### src/rtl/seq_divider.sv
// seq_divider: restoring sequential divider, one quotient bit per clock, signed/unsigned, defined divide-by-zero
module seq_divider #(
    parameter int WIDTH     = 32,
    parameter bit SIGNED_EN = 1
) (
    input  logic             ck,
    input  logic             rst_n,
    input  logic             start,
    input  logic             is_signed,
    input  logic [WIDTH-1:0] N,
    input  logic [WIDTH-1:0] D,
    output logic [WIDTH-1:0] Q,
    output logic [WIDTH-1:0] R,
    output logic             busy,
    output logic             finished,
    output logic             div_by_zero
);
    localparam int CW = $clog2(WIDTH + 1);

    typedef enum logic [1:0] {IDLE, RUN, FIX} state_t;

    state_t          state, state_nx;
    logic [CW-1:0]   count;
    logic [WIDTH:0]  rem, shifted, trial;
    logic [WIDTH-1:0] dvd, dmag, n_mag, d_mag;
    logic            q_neg, r_neg, dbz, sgn, n_neg, d_neg;

    // operand magnitudes and one restoring trial step
    always_comb begin
        sgn     = SIGNED_EN & is_signed;
        n_neg   = sgn & N[WIDTH-1];
        d_neg   = sgn & D[WIDTH-1];
        n_mag   = n_neg ? -N : N;
        d_mag   = d_neg ? -D : D;
        shifted = {rem[WIDTH-1:0], dvd[WIDTH-1]};
        trial   = shifted - {1'b0, dmag};
    end

    // next state; busy covers both RUN and FIX
    always_comb begin
        state_nx = state;
        busy     = state != IDLE;
        if (state == IDLE && start)
            state_nx = (D == '0) ? FIX : RUN;
        else if (state == RUN && count == CW'(1))
            state_nx = FIX;
        else if (state == FIX)
            state_nx = IDLE;
    end

    // state register
    always_ff @(posedge ck or negedge rst_n) begin
        if (!rst_n)
            state <= IDLE;
        else
            state <= state_nx;
    end

    // datapath: operand capture, shift/subtract iterations, sign fix-up into the result registers
    always_ff @(posedge ck or negedge rst_n) begin
        if (!rst_n) begin
            count       <= '0;
            rem         <= '0;
            dvd         <= '0;
            dmag        <= '0;
            q_neg       <= 1'b0;
            r_neg       <= 1'b0;
            dbz         <= 1'b0;
            Q           <= '0;
            R           <= '0;
            finished    <= 1'b0;
            div_by_zero <= 1'b0;
        end else begin
            finished <= 1'b0;
            if (state == IDLE && start) begin
                if (D == '0) begin
                    dvd   <= '1;
                    rem   <= {1'b0, N};
                    q_neg <= 1'b0;
                    r_neg <= 1'b0;
                    dbz   <= 1'b1;
                end else begin
                    dvd   <= n_mag;
                    dmag  <= d_mag;
                    rem   <= '0;
                    q_neg <= n_neg ^ d_neg;
                    r_neg <= n_neg;
                    dbz   <= 1'b0;
                    count <= CW'(WIDTH);
                end
            end else if (state == RUN) begin
                count <= count - CW'(1);
                rem   <= trial[WIDTH] ? shifted : trial;
                dvd   <= {dvd[WIDTH-2:0], ~trial[WIDTH]};
            end else if (state == FIX) begin
                Q           <= q_neg ? -dvd : dvd;
                R           <= r_neg ? -rem[WIDTH-1:0] : rem[WIDTH-1:0];
                div_by_zero <= dbz;
                finished    <= 1'b1;
            end
        end
    end
endmodule

### config.mk
export PLATFORM = sky130hd
export DESIGN_NAME = seq_divider
export DESIGN_NICKNAME = d
export VERILOG_FILES = /design/src/rtl/seq_divider.sv
export SDC_FILE = /design/constraint.sdc
export NUM_CORES = 1
export LEC_CHECK = 0
export BUFFER_PORTS_ARGS = -buffer_cell sky130_fd_sc_hd__buf_2
export CORE_UTILIZATION = 64
export CTS_CLUSTER_SIZE = 10
export DETAILED_ROUTE_END_ITERATION = 7
export MAX_ROUTING_LAYER = met4
export PLACE_DENSITY_LB_ADDON = 0.1
export SLEW_MARGIN = 25
export SYNTH_ARGS = -nofsm -noshare
export SYNTH_HDL_FRONTEND = slang
export SYNTH_SLANG_ARGS = --single-unit
### constraint.sdc
create_clock -name ck -period 8.1 [get_ports ck]
set_input_delay 1.62 -clock ck [delete_from_list [all_inputs] [get_ports ck]]
set_output_delay 1.62 -clock ck [all_outputs]
set_load 0.01 [all_outputs]
### After elaboration in Yosys (flattened, before gate mapping)

Index checks and enable logic that the tools add are counted.

* input port bits: 68
* RAM bits: 0
* logic and storage cells: 63
* memories: 0
* memory bits (read-only): 0
* latch bits: 0
* bits in registers: 173

* shifts and indexed selects: 0
* equal/unequal tests: 4
* add/subtract/negate cells: 6
* bitwise operators: 7
* reduce and logical (&&, ||, !) cells: 10
* multiply operators: 0
* mux-type cells: 24
* order comparisons: 0
* divide/modulo/power cells: 0

Operators with widths (number)
* two-way mux 32 bit: 11
* negation 32 bit: 4
* subtractor 33 x 32 -> 33 bit: 1
* logical NOT 32 bit: 1
* two-way mux 6 bit: 3
* two-way mux 2 bit: 4
* equality test 6 x 1 -> 1 bit, second input constant: 1
* two-way mux 1 bit: 6
* subtractor 6 x 1 -> 6 bit, second input constant: 1
* inverter 1 bit: 4
* AND reduction 2 bit: 2
* nonzero test 2 bit: 2
* AND reduction 3 bit: 1
* nonzero test 3 bit: 1
* AND 1 bit: 2
* equality test 2 x 1 -> 1 bit, second input constant: 1
* equality test 2 bit, second input constant: 1
* logical AND 1 bit: 2
* logical NOT 2 bit: 1
* != test 2 bit, second input constant: 1
* XOR 1 bit: 1

### Logic depth before layout (Yosys ltp)

* depth after elaboration: 4
* gate-level depth with buffers: 14

### Worst setup path before layout

OpenSTA, ideal clock, no wires.

* path kind: input to register
* from: input D[23]
* to: register dvd[18]
* path slack: 4183 ps
* library setup time: 86 ps
* cell stages on the path: 8
* arrival: 3831 ps
* path buffers: 2
* path through: or3_1 or3_1 or4_1 nor3_1 nor2_1 clkbuf_1 clkbuf_1 a32oi_1

* word-level cells in the longest chain between the ends: 3

Ends and longest elaborated chain
* start, declared: line 11 `input logic [WIDTH-1:0] D,`
* logical NOT 32 bit: line 76 `if (D == '0) begin`
* two-way mux 32 bit: line 76
* two-way mux 32 bit: line 75 `if (state == IDLE && start) begin`
* end signal, assigned: line 83 `dvd <= n_mag;`
* end signal, assigned: line 94 `dvd <= {dvd[WIDTH-2:0], ~trial[WIDTH]};`
* end, declared: line 25 `logic [WIDTH-1:0] dvd, dmag, n_mag, d_mag;`

No other way between the ends.
A chain may end at the register's enable or synchronous reset.

### Worst setup path after layout

* from: register dvd[31]
* to: register rem[5]

* word-level cells in the longest chain between the ends: 4

Ends and longest elaborated chain
* subtractor 33 x 32 -> 33 bit: line 36 `trial = shifted - {1'b0, dmag};`
* two-way mux 32 bit: line 93 `rem <= trial[WIDTH] ? shifted : trial;`
* two-way mux 32 bit: line 91 `end else if (state == RUN) begin`
* two-way mux 32 bit: line 75
* end signal, assigned: line 78 `rem <= {1'b0, N};`
* end signal, assigned: line 93
* end, declared: line 24 `logic [WIDTH:0] rem, shifted, trial;`

No other way between the ends. The select of a mux whose other input is x is not followed.

==> flow_metrics.py <==
metrics = {
    "critical_path": {
        "worstPathCellList": "inv_1 -> ha_1 -> fa_1 -> nand2b_1 -> a21oi_1 -> o211ai_1 -> a21oi_1 -> o31a_1 -> o21ai_1 -> xnor2_1 -> buf_4 -> mux2i_1 -> a21oi_1 -> a21o_1",
        "r2r_setup_slack_ns": 3.91,
        "cp_slowest_cell": "xnor2_1",
        "required_ns": 8.43,
        "cp_data_arrival_time_ns": 4.52,
        "r2r_start": "dvd[31]",
        "crit_start": "dvd[31]",
        "endpoint_kind": "flip-flop",
        "worstSetupPathType": "flip-flop to flip-flop",
        "r2r_end": "rem[5]",
        "cp_common_cell": "a21oi_1",
        "rr_worst_depth": 14,
        "cp_max_fo": 10,
        "critPathCapture": "rem[5]",
        "cp-start-kind": "flip-flop",
        "cpPeakStageDelay_ns": 0.82,
    },
    "clock_network": {
        "clk-insertion-delay-late_ns": 0.43,
        "clk_pin_slew_ns": 0.07,
        "post_cts_buffers": 0,
        "clockRootBuffer": "clkbuf_16",
        "cts-resized-gates": 0,
        "cts_buffer_depth": 2,
        "hold_buffers": 0,
        "htree_levels": 4,
        "cts_tree": "built",
        "cts_inserted_buffers": 17,
        "clock_sinks": 173,
    },
    "timing": {
        "setup_tns_ns": 0,
        "final-max-slew-violation-count": 0,
        "tightestPinTransition_ns": 1.06,
        "timing.fmax_ghz": 0.239,
        "skew_ns": 0.00978,
        "layout_min_cycle_time_ns": 4.19,
        "final-setup-viol-count": 0,
        "hold_violations": 0,
        "rsz0062_at_grt": "no",
        "relSlewSlack": 0.294,
        "min_period_over_period": 0.517,
    },
    "cells_and_area": {
        "fin_cells": 1737,
        "diodes": 0,
        "final_nets": 1607,
        "drive_gt1_frac": 0.133,
        "area_growth_pct": 12.0,
        "fill_cells": 1384,
        "finalInstanceArea_mm2": 0.0130,
    },
    "drt": {
        "drtPass1Iterations": 7,
        "viasPerCell": 6.14,
        "drt_wl_total_um": 31500,
        "ant_nets": 0,
        "drt_iter0_drc": 955,
        "drc_errors": 0,
        "wl_per_cell_um": 18.1,
        "vias": 10664,
    },
    "power_and_ir_drop": {
        "power.density_mw_per_mm2": 141,
        "p_leak_nw": 5.83,
        "irDropWorstVdd_mv": 0.155,
    },
    "synthesis": {
        "synth_top_family_by_area": "compound AO/OA/AOI/OAI gates",
        "async_flop_share": 1.00,
        "ys.warnings.count": 0,
        "synthXorXnorAreaFrac": 0.117,
        "synth_ff_type": "dfrtp_1",
        "ys_ff_latch": 173,
        "synth_area_mm2": 0.0116,
        "synthSimpleGateAreaFrac": 0.185,
        "syn_avg_cell_area_um2": 8.13,
        "synth_mux_area_frac": 0.0113,
        "synth_cell_types": 59,
        "synth_edf_count": 0,
        "syn_nets": 1530,
        "syn_inst": 1423,
        "ys_seq_area_frac": 0.374,
        "synthAdderAreaFrac": 0.0429,
        "synth_compound_area_frac": 0.223,
    },
    "die": {
        "initial_core_util": 0.662,
        "die_area_mm2": 0.0186,
        "die_h_um": 136,
        "fp-row-count": 48,
        "die_w_um": 136,
        "core_area_mm2": 0.0175,
        "io_pins": 135,
    },
    "global_route": {
        "grt_pass1_vias": 9641,
        "grt_pass1_wl_um": 50400,
        "grtUsageTotal": 0.361,
        "antenna_found_initial": 0,
        "grt_max_degree": 116,
        "grt_overflow_total": 0,
    },
    "placed_design": {
        "dp_hpwl_um": 23400,
        "dpl_cell_area_mm2": 0.0123,
        "gp_congestion": 0.927,
        "place_inst": 1706,
        "port_buffers": 134,
    },
    "min_path": {
        "hold_path.class": "flip-flop to flip-flop",
    },
    "flow_run": {
        "drv_cap": 0,
    },
    "run_status": {
        "status": "finished clean",
    },
}
-- layout make-up --
cell class              instances  area [µm²]  area share
repair buffers                145         774      0.0598
inverters                      58         218      0.0168
well taps                     225         282      0.0217
clock buffers                  18         439      0.0339
multi-input cells            1105        6730       0.519
flip-flops and latches        173        4330       0.334
clock inverters                13         181      0.0140
-- worst min-delay path by stage --
stage	startpoint	endpoint	slack, ns	cells after the start
finish	div_by_zero	div_by_zero	0.47	2
global route	Q[4]	Q[4]	0.51	2
CTS	div_by_zero	div_by_zero	0.47	2
detailed placement	div_by_zero	div_by_zero	0.46	2
global placement	div_by_zero	div_by_zero	0.45	2
floorplan	dbz	div_by_zero	0.44	2
-- synthesized netlist by cell type, types with 5 or more instances --
library cell / instances / area share
o21ai_0: 181 / 0.078
mux2i_1: 13 / 0.011
inv_1: 57 / 0.019
a21o_1: 12 / 0.0078
o22ai_1: 5 / 0.0027
buf_1: 5 / 0.0016
a32oi_1: 6 / 0.0045
or2_2: 5 / 0.0027
o21ai_1: 7 / 0.0030
o41ai_1: 13 / 0.0098
a31oi_1: 29 / 0.016
and2_1: 5 / 0.0027
or4_1: 14 / 0.0091
nor2b_1: 8 / 0.0043
buf_2: 6 / 0.0026
xnor2_1: 44 / 0.033
nand2b_1: 18 / 0.0097
clkbuf_1: 76 / 0.025
or3_1: 11 / 0.0060
o31ai_1: 25 / 0.016
nand4_1: 9 / 0.0049
nand3_1: 14 / 0.0061
o21bai_1: 5 / 0.0032
nand2_1: 214 / 0.069
nor3_1: 47 / 0.020
dfrtp_1: 173 / 0.37
nor4_1: 12 / 0.0065
a22oi_1: 14 / 0.0091
a211oi_1: 15 / 0.0097
a21oi_1: 98 / 0.042
ha_1: 38 / 0.041
xor2_1: 110 / 0.083
nor2_1: 96 / 0.031
-- power breakdown --
| part | leakage (nW) | total [mW] | switching (mW) | internal, mW |
|---|---|---|---|---|
| combinational | 3.43 | 0.0996 | 0.0649 | 0.0347 |
| clock | 0.306 | 0.869 | 0.368 | 0.501 |
| sequential | 2.10 | 0.863 | 0 | 0.863 |
| total | 5.83 | 1.83 | 0.433 | 1.40 |
-- stage by stage --
stage	util	hold slack (ns)	setup slack [ns]	power, mW
after floorplan	-	0.438	4.18	0.921
after global placement	0.704	0.452	3.83	0.978
after detailed placement	0.705	0.457	3.77	0.979
after CTS	0.741	0.473	3.98	1.84
after global routing	0.741	0.506	3.75	1.88
final	0.741	0.469	3.91	1.83
-- routing by layer --
metal  vias up  GRT usage  wire (µm)
met5         -          -          0
met4         0      0.116        757
met3        58     0.0481       2160
met2       447      0.554      14600
met1      5017      0.495      14100
li1       5142          -          -
-- sequential cells by signal, indices dropped and copies added (netlist names) --
name,flops
state,2
Q,32
q_neg,1
div_by_zero,1
dbz,1
rem,32
finished,1
dvd,32
count,6
r_neg,1
dmag,32
R,32
-- cells by family after synthesis --
family | after synthesis
DFF | 173
and+or+nand+nor | 467
AOI/OAI and AO/OA | 432
xor gates and xnor gates | 154
adders and majority gates | 39
muxes | 13
buffers and inverters | 145
-- layout by cell type, fill, tap and decap left out, types with 6 or more instances in the layout --
| master | n |
|---|---|
| ha_1 | 38 |
| xnor2_1 | 44 |
| a21o_1 | 12 |
| a31oi_1 | 29 |
| xor2_1 | 109 |
| nand3_1 | 14 |
| nand2_1 | 213 |
| o41ai_1 | 13 |
| dfrtp_1 | 173 |
| nor2b_1 | 7 |
| a22oi_1 | 14 |
| nand2b_1 | 17 |
| nand4_1 | 9 |
| nor3_1 | 46 |
| nor2_1 | 94 |
| nor4_1 | 11 |
| a21oi_1 | 98 |
| or4_1 | 14 |
| buf_2 | 133 |
| a32oi_1 | 6 |
| mux2i_1 | 13 |
| o31ai_1 | 25 |
| a211oi_1 | 15 |
| inv_1 | 57 |
| or3_1 | 11 |
| buf_4 | 10 |
| o21ai_0 | 181 |
| o21ai_1 | 7 |
| clkbuf_16 | 17 |
-- critical path: cells and delay by family (launching register included) --
kind / cells / cell delay, ns
and+or+nand+nor: 1 / 0.18
DFF: 1 / 0.34
xor gates and xnor gates: 1 / 0.82
adders and majority gates: 2 / 0.68
AOI/OAI and AO/OA: 7 / 1.41
buffers and inverters: 2 / 0.41
muxes: 1 / 0.24
(Power assumes the default switching activity.)
